File: src/rtl/alu_issue_ctrl.sv
// Issue controller for an 8-bit combinational ALU: accepts one register-to-register
// instruction at a time, sequences the ALU, writes back and returns each result.
module alu_issue_ctrl #(
  parameter  int WIDTH = 8,
  parameter  int NREG  = 4,
  localparam int IW    = $clog2(NREG)
) (
  input  logic             clk_i,
  input  logic             rst_ni,
  input  logic             inst_valid_i,
  output logic             inst_ready_o,
  input  logic             inst_ldi_i,
  input  logic [2:0]       inst_op_i,
  input  logic [IW-1:0]    inst_rd_i,
  input  logic [IW-1:0]    inst_rs1_i,
  input  logic [IW-1:0]    inst_rs2_i,
  input  logic [WIDTH-1:0] inst_imm_i,
  output logic [WIDTH-1:0] alu_a_o,
  output logic [WIDTH-1:0] alu_b_o,
  output logic [2:0]       alu_op_o,
  input  logic [WIDTH-1:0] alu_res_i,
  output logic             res_valid_o,
  input  logic             res_ready_i,
  output logic [WIDTH-1:0] res_data_o,
  output logic [IW-1:0]    res_rd_o,
  output logic [15:0]      retired_o
);

  typedef enum logic [1:0] {
    IDLE = 2'd0,
    EXEC = 2'd1,
    RESP = 2'd2
  } state_t;

  state_t           state_r;
  state_t           state_s;
  logic             idle_r;
  logic             res_valid_r;
  logic [WIDTH-1:0] rf_r [NREG];
  logic [WIDTH-1:0] alu_a_r;
  logic [WIDTH-1:0] alu_b_r;
  logic [2:0]       alu_op_r;
  logic [IW-1:0]    rd_r;
  logic [WIDTH-1:0] res_data_r;
  logic [IW-1:0]    res_rd_r;
  logic [15:0]      retired_r;
  logic             accept_s;

  // Ready is masked by reset so nothing can be accepted while reset is held.
  assign inst_ready_o = idle_r & rst_ni;
  assign accept_s     = inst_valid_i & inst_ready_o;
  assign alu_a_o      = alu_a_r;
  assign alu_b_o      = alu_b_r;
  assign alu_op_o     = alu_op_r;
  assign res_valid_o  = res_valid_r;
  assign res_data_o   = res_data_r;
  assign res_rd_o     = res_rd_r;
  assign retired_o    = retired_r;

  // Next-state decode for the IDLE -> EXEC/RESP -> IDLE sequence.
  always_comb begin
    state_s = state_r;
    case (state_r)
      IDLE: begin
        if (accept_s) begin
          if (inst_ldi_i) begin
            state_s = RESP;
          end else begin
            state_s = EXEC;
          end
        end else begin
          state_s = IDLE;
        end
      end
      EXEC: state_s = RESP;
      RESP: begin
        if (res_ready_i) begin
          state_s = IDLE;
        end else begin
          state_s = RESP;
        end
      end
      default: state_s = IDLE;
    endcase
  end

  // State register, decoded status flags, register file and result datapath.
  always_ff @(posedge clk_i) begin
    if (!rst_ni) begin
      state_r     <= IDLE;
      idle_r      <= 1'b1;
      res_valid_r <= 1'b0;
      for (int i = 0; i < NREG; i++) begin
        rf_r[i] <= '0;
      end
      alu_a_r    <= '0;
      alu_b_r    <= '0;
      alu_op_r   <= 3'd0;
      rd_r       <= '0;
      res_data_r <= '0;
      res_rd_r   <= '0;
      retired_r  <= 16'd0;
    end else begin
      state_r     <= state_s;
      idle_r      <= (state_s == IDLE);
      res_valid_r <= (state_s == RESP);
      case (state_r)
        IDLE: begin
          if (accept_s) begin
            if (inst_ldi_i) begin
              rf_r[inst_rd_i] <= inst_imm_i;
              res_data_r      <= inst_imm_i;
              res_rd_r        <= inst_rd_i;
            end else begin
              // Operands are read at accept, so back-to-back dependencies see fresh values.
              alu_a_r  <= rf_r[inst_rs1_i];
              alu_b_r  <= rf_r[inst_rs2_i];
              alu_op_r <= inst_op_i;
              rd_r     <= inst_rd_i;
            end
          end
        end
        EXEC: begin
          rf_r[rd_r] <= alu_res_i;
          res_data_r <= alu_res_i;
          res_rd_r   <= rd_r;
        end
        RESP: begin
          if (res_ready_i) begin
            retired_r <= retired_r + 16'd1;
          end
        end
        default: begin
        end
      endcase
    end
  end

endmodule

File: config.mk
export PLATFORM = sky130hd
export DESIGN_NAME = alu_issue_ctrl
export DESIGN_NICKNAME = d
export VERILOG_FILES = /design/src/rtl/alu_issue_ctrl.sv
export SDC_FILE = /design/constraint.sdc
export NUM_CORES = 1
export LEC_CHECK = 0
export ABC_AREA = 1
export CORE_MARGIN = 1.5
export CORE_UTILIZATION = 48
export CTS_BUF_LIST = sky130_fd_sc_hd__clkbuf_8
export DETAILED_ROUTE_END_ITERATION = 10
export PLACE_DENSITY_LB_ADDON = 0.2
export SLEW_MARGIN = 10
export SYNTH_ARGS = -nofsm -noshare
export SYNTH_HDL_FRONTEND = slang
export SYNTH_SLANG_ARGS = --single-unit
File: constraint.sdc
create_clock -name clk_i -period 1.9 [get_ports clk_i]
set_input_delay 0.57 -clock clk_i [delete_from_list [all_inputs] [get_ports clk_i]]
set_output_delay 0.57 -clock clk_i [all_outputs]
set_load 0.01 [all_outputs]
# After elaboration in Yosys (flattened, before gate mapping)
# Memory sizes are Yosys's and may differ from the RTL's. A register that Yosys moved wholly into a read port is not among the register bits.
# Cells that the tools add are included.
# op_classes
n_eq_ne	5
add_sub_neg	1
reduce_logical	10
bitwise	3
mux	25
# op_table
operator	n
8-bit two-way mux	4
16-bit by 1-bit adder with 16-bit output (second input constant)	1
8-bit one-hot mux with 2 select lines	1
8-bit OR reduction	2
2-bit two-way mux	7
1-bit two-way mux	11
2-bit one-hot mux with 3 select lines	1
3-bit AND reduction	2
2-bit == test (second input constant)	2
2-bit logical NOT	2
2-bit != test (second input constant)	2
2-bit one-hot mux with 2 select lines	1
1-bit bitwise AND	2
2-bit by 1-bit == test with 1-bit output (second input constant)	1
1-bit logical NOT	2
2-bit AND reduction	1
2-bit nonzero test	1
1-bit NOT	1
# totals
memories	1
inputBits	30
elab_cells	53
mem_bits_rw	32
out_inout_bits	47
reg_bits	35
# memory_table
name	words	width	read_ports	rd_clocked_by_memory_dff	wr	line_no	rtl
rf_r	4	8	2	2	4	39	logic [WIDTH-1:0] rf_r [NREG];

# Depth between registers and ports, before layout
# Gate-level depths: netlist of the first run.
# logic_depth
word_depth	9
ltp_mapped	8
depth_no_buf	8

# Worst setup path after synthesis of the first run
# OpenSTA, ideal clock, no wires.
# synth_timing
path_type	input to register
startpoint	input port rst_ni
endpoint	memory rf_r[3][0] (enable)
setup_time_ps	370
t_required_ps	1530
path_buffers	2
setup_slack_ps	-26
cell_stages	8
t_arrival_ps	1555
path_cell_list	buf_4 -> nand3_4 -> nand2_1 -> nand3_1 -> buf_2 -> nand2_1 -> nand2_1 -> nor2_1
# synth_lines
element	line_no	rtl
start: declaration	9	input logic rst_ni,
end: declaration	39	

# Final worst setup path of the first run
# layout_timing
startpoint	register retired_r[3] (netlist: retired_o[3])
endpoint	output port retired_o[3]
# layout_lines
element	line_no	rtl
start: declaration	46	logic [15:0] retired_r;
start signal: assignment	130	retired_r <= retired_r + 16'd1;
end: declaration	26	output logic [15:0] retired_o
# No word-level cell between the ends.

==> results of run 1 <==
-- routing by layer --
| metal | wire (µm) | vias to the layer above | track usage, % |
|---|---|---|---|
| met5 | 0 | - | 0 |
| met4 | 91 | 0 | 7.29 |
| met3 | 530 | 11 | 4.86 |
| met2 | 4070 | 114 | 34.1 |
| met1 | 3900 | 1545 | 27.7 |
| li1 | - | 1718 | - |
-- layout by cell type (no fill, tap or decap), types with 2 or more instances in the layout --
| master | n |
|---|---|
| dlymetal6s2s_1 | 6 |
| dfxtp_1 | 43 |
| clkbuf_8 | 10 |
| nand4_1 | 4 |
| nand2_2 | 6 |
| clkdlybuf4s50_1 | 68 |
| edfxtp_1 | 32 |
| a211oi_1 | 2 |
| o211ai_1 | 16 |
| nor2_2 | 3 |
| nor2_1 | 45 |
| inv_2 | 10 |
| inv_1 | 51 |
| buf_4 | 29 |
| a21oi_1 | 44 |
| o21ai_0 | 39 |
| nand2_1 | 66 |
| dfxtp_2 | 8 |
| clkinv_2 | 3 |
| o21ai_1 | 17 |
| o21ai_2 | 6 |
| buf_12 | 7 |
| nor2_4 | 3 |
| nand3_1 | 10 |
| a31oi_1 | 16 |
-- layout make-up --
class | count | area, µm² | area share [%]
multi-input combinational | 284 | 1460 | 28.3
tap | 102 | 128 | 2.48
clock inverter | 6 | 62.6 | 1.22
sequential | 83 | 1990 | 38.7
clock buffer | 10 | 138 | 2.67
inverter | 61 | 229 | 4.45
timing repair buffer | 113 | 1140 | 22.1
-- report_power, final --
part	internal [mW]	switching, mW	total, mW	leakage (nW)
combinational	0.314	0.333	0.646	1.21
clock	0.643	0.631	1.27	0.106
sequential	1.97	0.0596	2.03	0.751
-- worst min path at each step --
stage,start,to,cells past startpoint
floorplan,res_data_o[3],res_data_o[3],2
global placement,res_data_o[2],res_data_o[2],2
detailed placement,res_data_o[1],res_data_o[1],2
CTS,res_data_o[1],res_data_o[1],2
global route,res_data_o[2],res_data_o[2],2
finish,res_data_o[1],res_data_o[1],2
-- through the flow --
step | hold WS [ns] | instances | setup TNS, ns | total power [mW] | worst slack [ns]
finish | 0.450 | 659 | 0 | 3.95 | 0.0576
global route | 0.477 | 659 | 0 | 4.13 | 0.0115
CTS | 0.457 | 659 | 0 | 3.96 | 0.00220
floorplan | 0.468 | 450 | -0.123 | 2.37 | -0.00975
global placement | 0.436 | 639 | -36.74 | 2.68 | -0.510
detailed placement | 0.444 | 639 | -40.03 | 2.69 | -0.549
-- cell families after synthesis --
| group | count (synthesis) |
|---|---|
| AO/OA/AOI/OAI | 141 |
| XOR/XNOR | 1 |
| adder cells (fa/ha/maj) | 1 |
| AND/OR/NAND/NOR | 141 |
| buffers and inverters | 83 |
| flip-flops | 83 |
-- sequential cells by signal, indices dropped and copies added (netlist names), 2 cells and up --
signal	cells
rf_r	32
retired_o	16
alu_a_o	8
alu_b_o	8
res_data_o	8
alu_op_o	3
rd_r	2
res_rd_o	2
state_r	2
-- repair_timing --
item	4_1_cts	5_1_grt
setup buffers	4	0
pin swaps	3	1
setup endpoints to repair	59	44
gates resized for setup	13	12
gates cloned	0	0
==> results.yml, run 1 <==
run_status:
  status: "finished clean"
timing:
  finalClockSkew_ns: 0.0137
  tightest_slew_ns: 0.267
  fmax_mhz: 543
  period_needed_ns: 1.84
  fin_crit_sh_pct: 97.0
  setup_viol: 0
  hold_violations: 0
  max_slew_margin_pct: 82.1
  drv_slew: 0
  rsz0062_at_grt: "false"
synthesis:
  synth-simple-area-share_pct: 16.5
  synth_compound_area_share_pct: 21.3
  ys_seq_area_share_pct: 53.0
  synth_most_common_cell: "nand2_1"
  synthDistinctLibCells: 27
  synth-edff-count: 32
  yosys_warnings: 0
  syn-num-nets: 481
  synth_fa_ha_area_share_pct: 0.335
  synth_top_area_cell: "dfxtp_1"
  synth_area_leaders: "dfxtp_1, edfxtp_1, nand2_1, a21oi_1, o21ai_0"
  synth_top_family_by_area: "compound AO/OA/AOI/OAI gates"
  synth_flop_cell: "dfxtp_1"
  yosys-mux-area-fraction_pct: 0
  synth_top_area_share_pct: 27.3
  ys_ff_latch: 83
  synth_top_cells_by_count: "nand2_1, dfxtp_1, inv_1"
  synthCells: 450
  synthXorXnorAreaFrac_pct: 0.234
  synth.avg_cell_area_um2: 8.31
  netlist_area_mm2: 0.00374
  ys_async_sr_fraction_pct: 0
critical_path:
  endpoint_kind: "output port"
  reg2reg_from: "state_r[1]"
  critPathMaxFanout: 5
  crit_chain: "clkdlybuf4s50_1"
  endpoint: "retired_o[3]"
  cp-start-kind: "flip-flop"
  reg2reg_slack_ns: 0.26
  r2r_end: "rf_r[3][4]"
  crit_cells: 1
  cp.required_ns: 1.33
  worst-path-buf-inv: 1
  crit_type: "flip-flop to output port"
  crit_family: "buffers and inverters"
  crit_start: "retired_o[3]"
  crit_path_top_delay_cell: "clkdlybuf4s50_1"
  max_stage_delay_ns: 0.54
  rr_worst_depth: 8
  cp.arrival_ns: 1.27
clock_tree:
  cts.sinks: 83
  hold_buffers: 0
  clk_latency_ns: 0.35
  clk_pin_slew_ns: 0.09
  cts_root_buf: "clkbuf_8"
  cts_tree: "yes"
  cts_made_buffers: 9
  cts_max_path_buffers: 2
  htreeDepth: 3
global_route:
  antenna_found_initial: 0
  track_usage_pct: 21.1
  grt_pass1_vias: 3054
  grt_max_degree: 41
  grt_overflow: 0
  grt_first_pass_wirelength_um: 14100
place:
  dp_hpwl_um: 6110
  post_dp_cell_area_mm2: 0.00487
  gp_congestion: 0.809
  portBuffers: 76
routing:
  firstDrtPassIters: 5
  routed_via_density: 5.14
  detail-route-antenna-nets: 0
  drt_iter0_markers: 207
  wire_per_inst_um: 13.0
  drt-total-wl_um: 8590
  num_vias: 3388
  drc: 0
pwr:
  peakVddDrop_mv: 0.504
  power.density_mw_per_mm2: 767
  p_leak_nw: 2.06
cells_and_area:
  nFillCells: 598
  nNetsFinal: 583
  diodes: 0
  stdcell_area_mm2: 0.00515
  final_core_util_pct: 67.3
  areaGrowthSynthToFinish_pct: 37.6
  drive_above_1_share_pct: 16.9
floorplan:
  dieArea_mm2: 0.00833
  core_mm2: 0.00765
  fp.dieH_um: 91.3
  num_io_pins: 77
  start_util_pct: 48.9
  rows: 32
  die_w_um: 91.3
worst_hold_path:
  holdCritPathClass: "flip-flop to flip-flop"
run:
  maxCapViolCount: 0
Note: power is estimated with default switching activity, not from simulation.
==> inputs of run 2 (changes only) <==
==> constraint.sdc (replaced) <==
create_clock -name clk_i -period 1.9 [get_ports clk_i]
set_input_delay 0.57 -clock clk_i [delete_from_list [all_inputs] [get_ports clk_i]]
set_output_delay 0.57 -clock clk_i [all_outputs]
set_load 0.05 [all_outputs]
==> results.yml, run 2 (synthesis gave the netlist of run 1 again) <==
run_status:
  status: "finished clean"
pwr:
  finalPower_mw: 4.21
  power.density_mw_per_mm2: 842
  p_leak_nw: 2.03
  peakVddDrop_mv: 0.444
cells_and_area:
  stdcell_area_mm2: 0.00500
  seq_area_mm2: 0.00198
  multi_input_area_mm2: 0.00147
  diodes: 0
  final_common_cell: "buf_4"
  areaGrowthSynthToFinish_pct: 33.7
  drive_above_1_share_pct: 23.2
  final_cell_mix: "buf_4, nand2_1, inv_1"
  largest_register_ff_count: 32
  largest-register: "rf_r"
  nNetsFinal: 578
  nFillCells: 623
floorplan:
  dieArea_mm2: 0.00833
  core_mm2: 0.00765
  rows: 32
  fp.dieH_um: 91.3
  start_util_pct: 48.9
  num_io_pins: 77
  die_w_um: 91.3
place:
  gp_congestion: 0.805
  dp_hpwl_um: 6310
  post_dp_cell_area_mm2: 0.00473
  portBuffers: 76
timing:
  max_slew_margin_pct: 81.3
  fmax_mhz: 534
  rsz0062_at_grt: "false"
  hold_violations: 0
  finalClockSkew_ns: 0.00790
  tightest_slew_ns: 0.280
  fin_crit_sh_pct: 98.5
  period_needed_ns: 1.87
  setup_viol: 0
  drv_slew: 0
routing:
  drc: 0
  drt-total-wl_um: 8630
  detail-route-antenna-nets: 0
  routed_via_density: 5.15
  wire_per_inst_um: 13.2
  firstDrtPassIters: 4
  num_vias: 3366
  drt_iter0_markers: 160
global_route:
  antenna_found_initial: 0
  grt_overflow: 0
  grt_max_degree: 37
  grt_first_pass_wirelength_um: 14300
  track_usage_pct: 21.5
  grt_pass1_vias: 3130
clock_tree:
  htreeDepth: 3
  cts.sinks: 83
  hold_buffers: 0
  clk_pin_slew_ns: 0.08
  cts_max_path_buffers: 2
  cts_root_buf: "clkbuf_8"
  cts_tree: "yes"
  cts_made_buffers: 9
  clk_latency_ns: 0.34
run:
  maxCapViolCount: 0
critical_path:
  reg2reg_slack_ns: 0.35
  cp-start-kind: "input port"
  cp.required_ns: 1.33
  rr_worst_depth: 7
  endpoint_kind: "output port"
  critPathMaxFanout: 9
  r2r_end: "rf_r[0][7]"
  crit_type: "input port to output port"
  cp.arrival_ns: 1.30
  reg2reg_from: "idle_r"
worst_hold_path:
  hold-path-endpoint: "res_data_o[2]"
  min_from: "res_data_o[2]"
  hold_depth: 2
  holdCritPathClass: "flip-flop to flip-flop"
==> run 2: worst max-delay path by stage <==
stage                  from           end  slack [ns]  depth (start not counted)
2_1_floorplan        rst_ni    rf_r[0][0]       -0.01                          7
3_3_place_gp         rst_ni    rf_r[1][2]       -0.43                          7
3_5_place_dp         rst_ni    rf_r[2][1]       -0.47                          7
4_1_cts        inst_valid_i    rf_r[1][5]        0.02                          7
5_1_grt              rst_ni  inst_ready_o        0.01                          5
6_report             rst_ni  inst_ready_o        0.03                          5
==> run 2: repair_timing <==
action	4_1_cts	5_1_grt
buffers inserted	0	1
endpoints found under the setup margin	41	45
resized for setup	6	7
pin swaps	0	1
==> run 2: through the flow <==
stage / cells / setup TNS, ns / hold WS [ns] / util, % / setup WS, ns
6_report: 653 / 0 / 0.449 / 65.4 / 0.0281
5_1_grt: 653 / 0 / 0.466 / 65.4 / 0.0103
4_1_cts: 652 / 0 / 0.451 / 64.9 / 0.0154
3_5_place_dp: 637 / -27.74 / 0.434 / 61.9 / -0.468
3_3_place_gp: 637 / -25.00 / 0.435 / 61.9 / -0.427
2_1_floorplan: 450 / -0.123 / 0.517 / - / -0.00975
==> run 2: final cells by class <==
type	instances	area share (%)
multi-input cells	284	29.4
clock buffers	11	3.03
well taps	102	2.55
clock inverters	4	1.35
repair buffers	108	19.3
flip-flops and latches	83	39.6
inverters	61	4.66
==> run 2: routing by layer <==
metal  GRT usage (%)  share of wire, %  up-vias
li1                -                 -     1709
met3            4.77               6.3       15
met1            27.9                44     1536
met4            7.55               1.6        0
met5               0                 0        -
met2            35.3                48      106
==> run 2: power by group <==
| part | internal [mW] | leakage (nW) | switching [mW] |
|---|---|---|---|
| Combinational | 0.283 | 1.17 | 0.498 |
| Sequential | 1.97 | 0.747 | 0.0618 |
| Clock | 0.797 | 0.118 | 0.602 |
==> run 2: critical path, cell delays in order <==
cell and delay (ns):
clkdlybuf4s15_2 0.24, buf_6 0.17, nand2_2 0.08, clkinvlp_4 0.09, buf_12 0.15
==> inputs of run 3 (changes only) <==
--- a/config.mk
+++ b/config.mk
@@ -6,7 +6,6 @@
 export NUM_CORES = 1
 export LEC_CHECK = 0
 export ABC_AREA = 1
-export CORE_MARGIN = 1.5
 export CORE_UTILIZATION = 48
 export CTS_BUF_LIST = sky130_fd_sc_hd__clkbuf_8
 export DETAILED_ROUTE_END_ITERATION = 10
==> constraint.sdc (replaced) <==
create_clock -name clk_i -period 1.5 [get_ports clk_i]
set_input_delay 0.45 -clock clk_i [delete_from_list [all_inputs] [get_ports clk_i]]
set_output_delay 0.45 -clock clk_i [all_outputs]
set_load 0.05 [all_outputs]
==> results.yml, run 3 (synthesis gave the netlist of run 1 again) <==
cells_and_area:
  nNetsFinal: 591
  stdcell_area_mm2: 0.00588
  diodes: 0
  final_common_cell: "nand2_1"
  drive_above_1_share_pct: 31.5
  final_core_util_pct: 79.3
  nFillCells: 450
  largest_register_ff_count: 32
  largest-register: "rf_r"
  final_cell_mix: "nand2_1, buf_12, inv_1"
  multi_input_area_mm2: 0.00164
  layout.cells.non_filler: 664
  areaGrowthSynthToFinish_pct: 57.2
  seq_area_mm2: 0.00200
clock_tree:
  cts_tree: "yes"
  clk_latency_ns: 0.37
  cts_made_buffers: 9
  clk_pin_slew_ns: 0.08
  cts.sinks: 83
  htreeDepth: 3
  cts_max_path_buffers: 2
  cts_root_buf: "clkbuf_8"
floorplan:
  start_util_pct: 50.5
  core_mm2: 0.00741
  dieArea_mm2: 0.00815
  fp.dieH_um: 90.3
  num_io_pins: 77
  rows: 31
  die_w_um: 90.3
pwr:
  p_leak_nw: 2.28
  peakVddDrop_mv: 0.717
  finalPower_mw: 5.61
  power.density_mw_per_mm2: 955
global_route:
  grt_overflow: 0
  grt_max_degree: 39
  grt_first_pass_wirelength_um: 16200
  antenna_found_initial: 0
  track_usage_pct: 25.4
  grt_pass1_vias: 3420
timing:
  rsz0062_at_grt: "true"
  fmax_mhz: 625
  drv_slew: 0
  fin_crit_sh_pct: 107
  tns_ns: -1.67
  max_slew_margin_pct: 73.0
  period_needed_ns: 1.60
  hold_ws_ns: 0.437
  setup_viol: 40
  finalClockSkew_ns: 0.0134
  fin_ws_ns: -0.101
  tightest_slew_ns: 0.406
  hold_violations: 0
run_status:
  failed_checks: "negative setup slack"
  status: "complete, but fails checks"
place:
  portBuffers: 76
  gp_congestion: 0.875
  post_dp_cell_area_mm2: 0.00540
  dp_hpwl_um: 7030
  post-place-ws_ns: -0.695
  dp_cells: 637
run:
  maxCapViolCount: 0
critical_path:
  critPathMaxFanout: 8
  cp-start-kind: "flip-flop"
  endpoint_kind: "flip-flop"
  cp.arrival_ns: 1.81
  cp.required_ns: 1.71
  crit_type: "flip-flop to flip-flop"
worst_hold_path:
  holdCritPathClass: "input port to flip-flop"
routing:
  drt_iter0_markers: 264
  num_vias: 3630
  wire_per_inst_um: 15.6
  drc: 0
  drt-total-wl_um: 10400
  routed_via_density: 5.47
  firstDrtPassIters: 5
  detail-route-antenna-nets: 0
## run 3: area by class of cell
class                      count  area share, %
clock inverter                 4          0.724
multi-input combinational    286           27.9
inverter                      61           4.00
clock buffer                  12           2.81
tap                           99           2.11
sequential                    83           34.1
timing repair buffer         119           28.4
## run 3: what timing repair did
item | 4_1_cts | 5_1_grt
hold buffers | 0 | 0
gates cloned | 2 | 1
endpoints found under the setup margin | 101 | 75
resized for setup | 26 | 31
buffers inserted | 7 | 1
pin swaps | 5 | 9
## run 3: worst max-delay path: stages (launching register included)
cell and delay [ns]:
dfxtp_2 0.37, nand3_4 0.08, nor3_4 0.25, nand2_2 0.11, o21ai_4 0.11, buf_12 0.15, nand2_4 0.08, buf_8 0.17
nor2_1 0.12
## run 3: per-layer routing
metal  vias to the layer above  global-route usage (%)  routed length, µm
li1                       1740                       -                  -
met1                      1692                    30.9               4040
met2                       166                    43.1               5220
met3                        32                    6.73                774
met4                         0                    9.41                316
met5                         -                       0                  0
## run 3: path summary, 6_finish.rpt
| path | cells past startpoint | end | slack, ns | from |
|---|---|---|---|---|
| hold / removal | 3 | rd_r[0] | 0.44 | inst_rd_i[0] |
| hold reg to reg | 2 | retired_o[8] | 0.48 | retired_o[8] |
| setup reg to reg | 8 | rf_r[0][0] | -0.10 | idle_r |
| setup / recovery | 8 | rf_r[0][0] | -0.10 | idle_r |
## run 3: power breakdown
part | total (mW) | leakage, nW | switching (mW) | internal (mW)
clock network | 1.71 | 0.115 | 0.813 | 0.893
logic | 1.29 | 1.41 | 0.706 | 0.588
registers | 2.61 | 0.753 | 0.121 | 2.49
total | 5.61 | 2.28 | 1.64 | 3.97
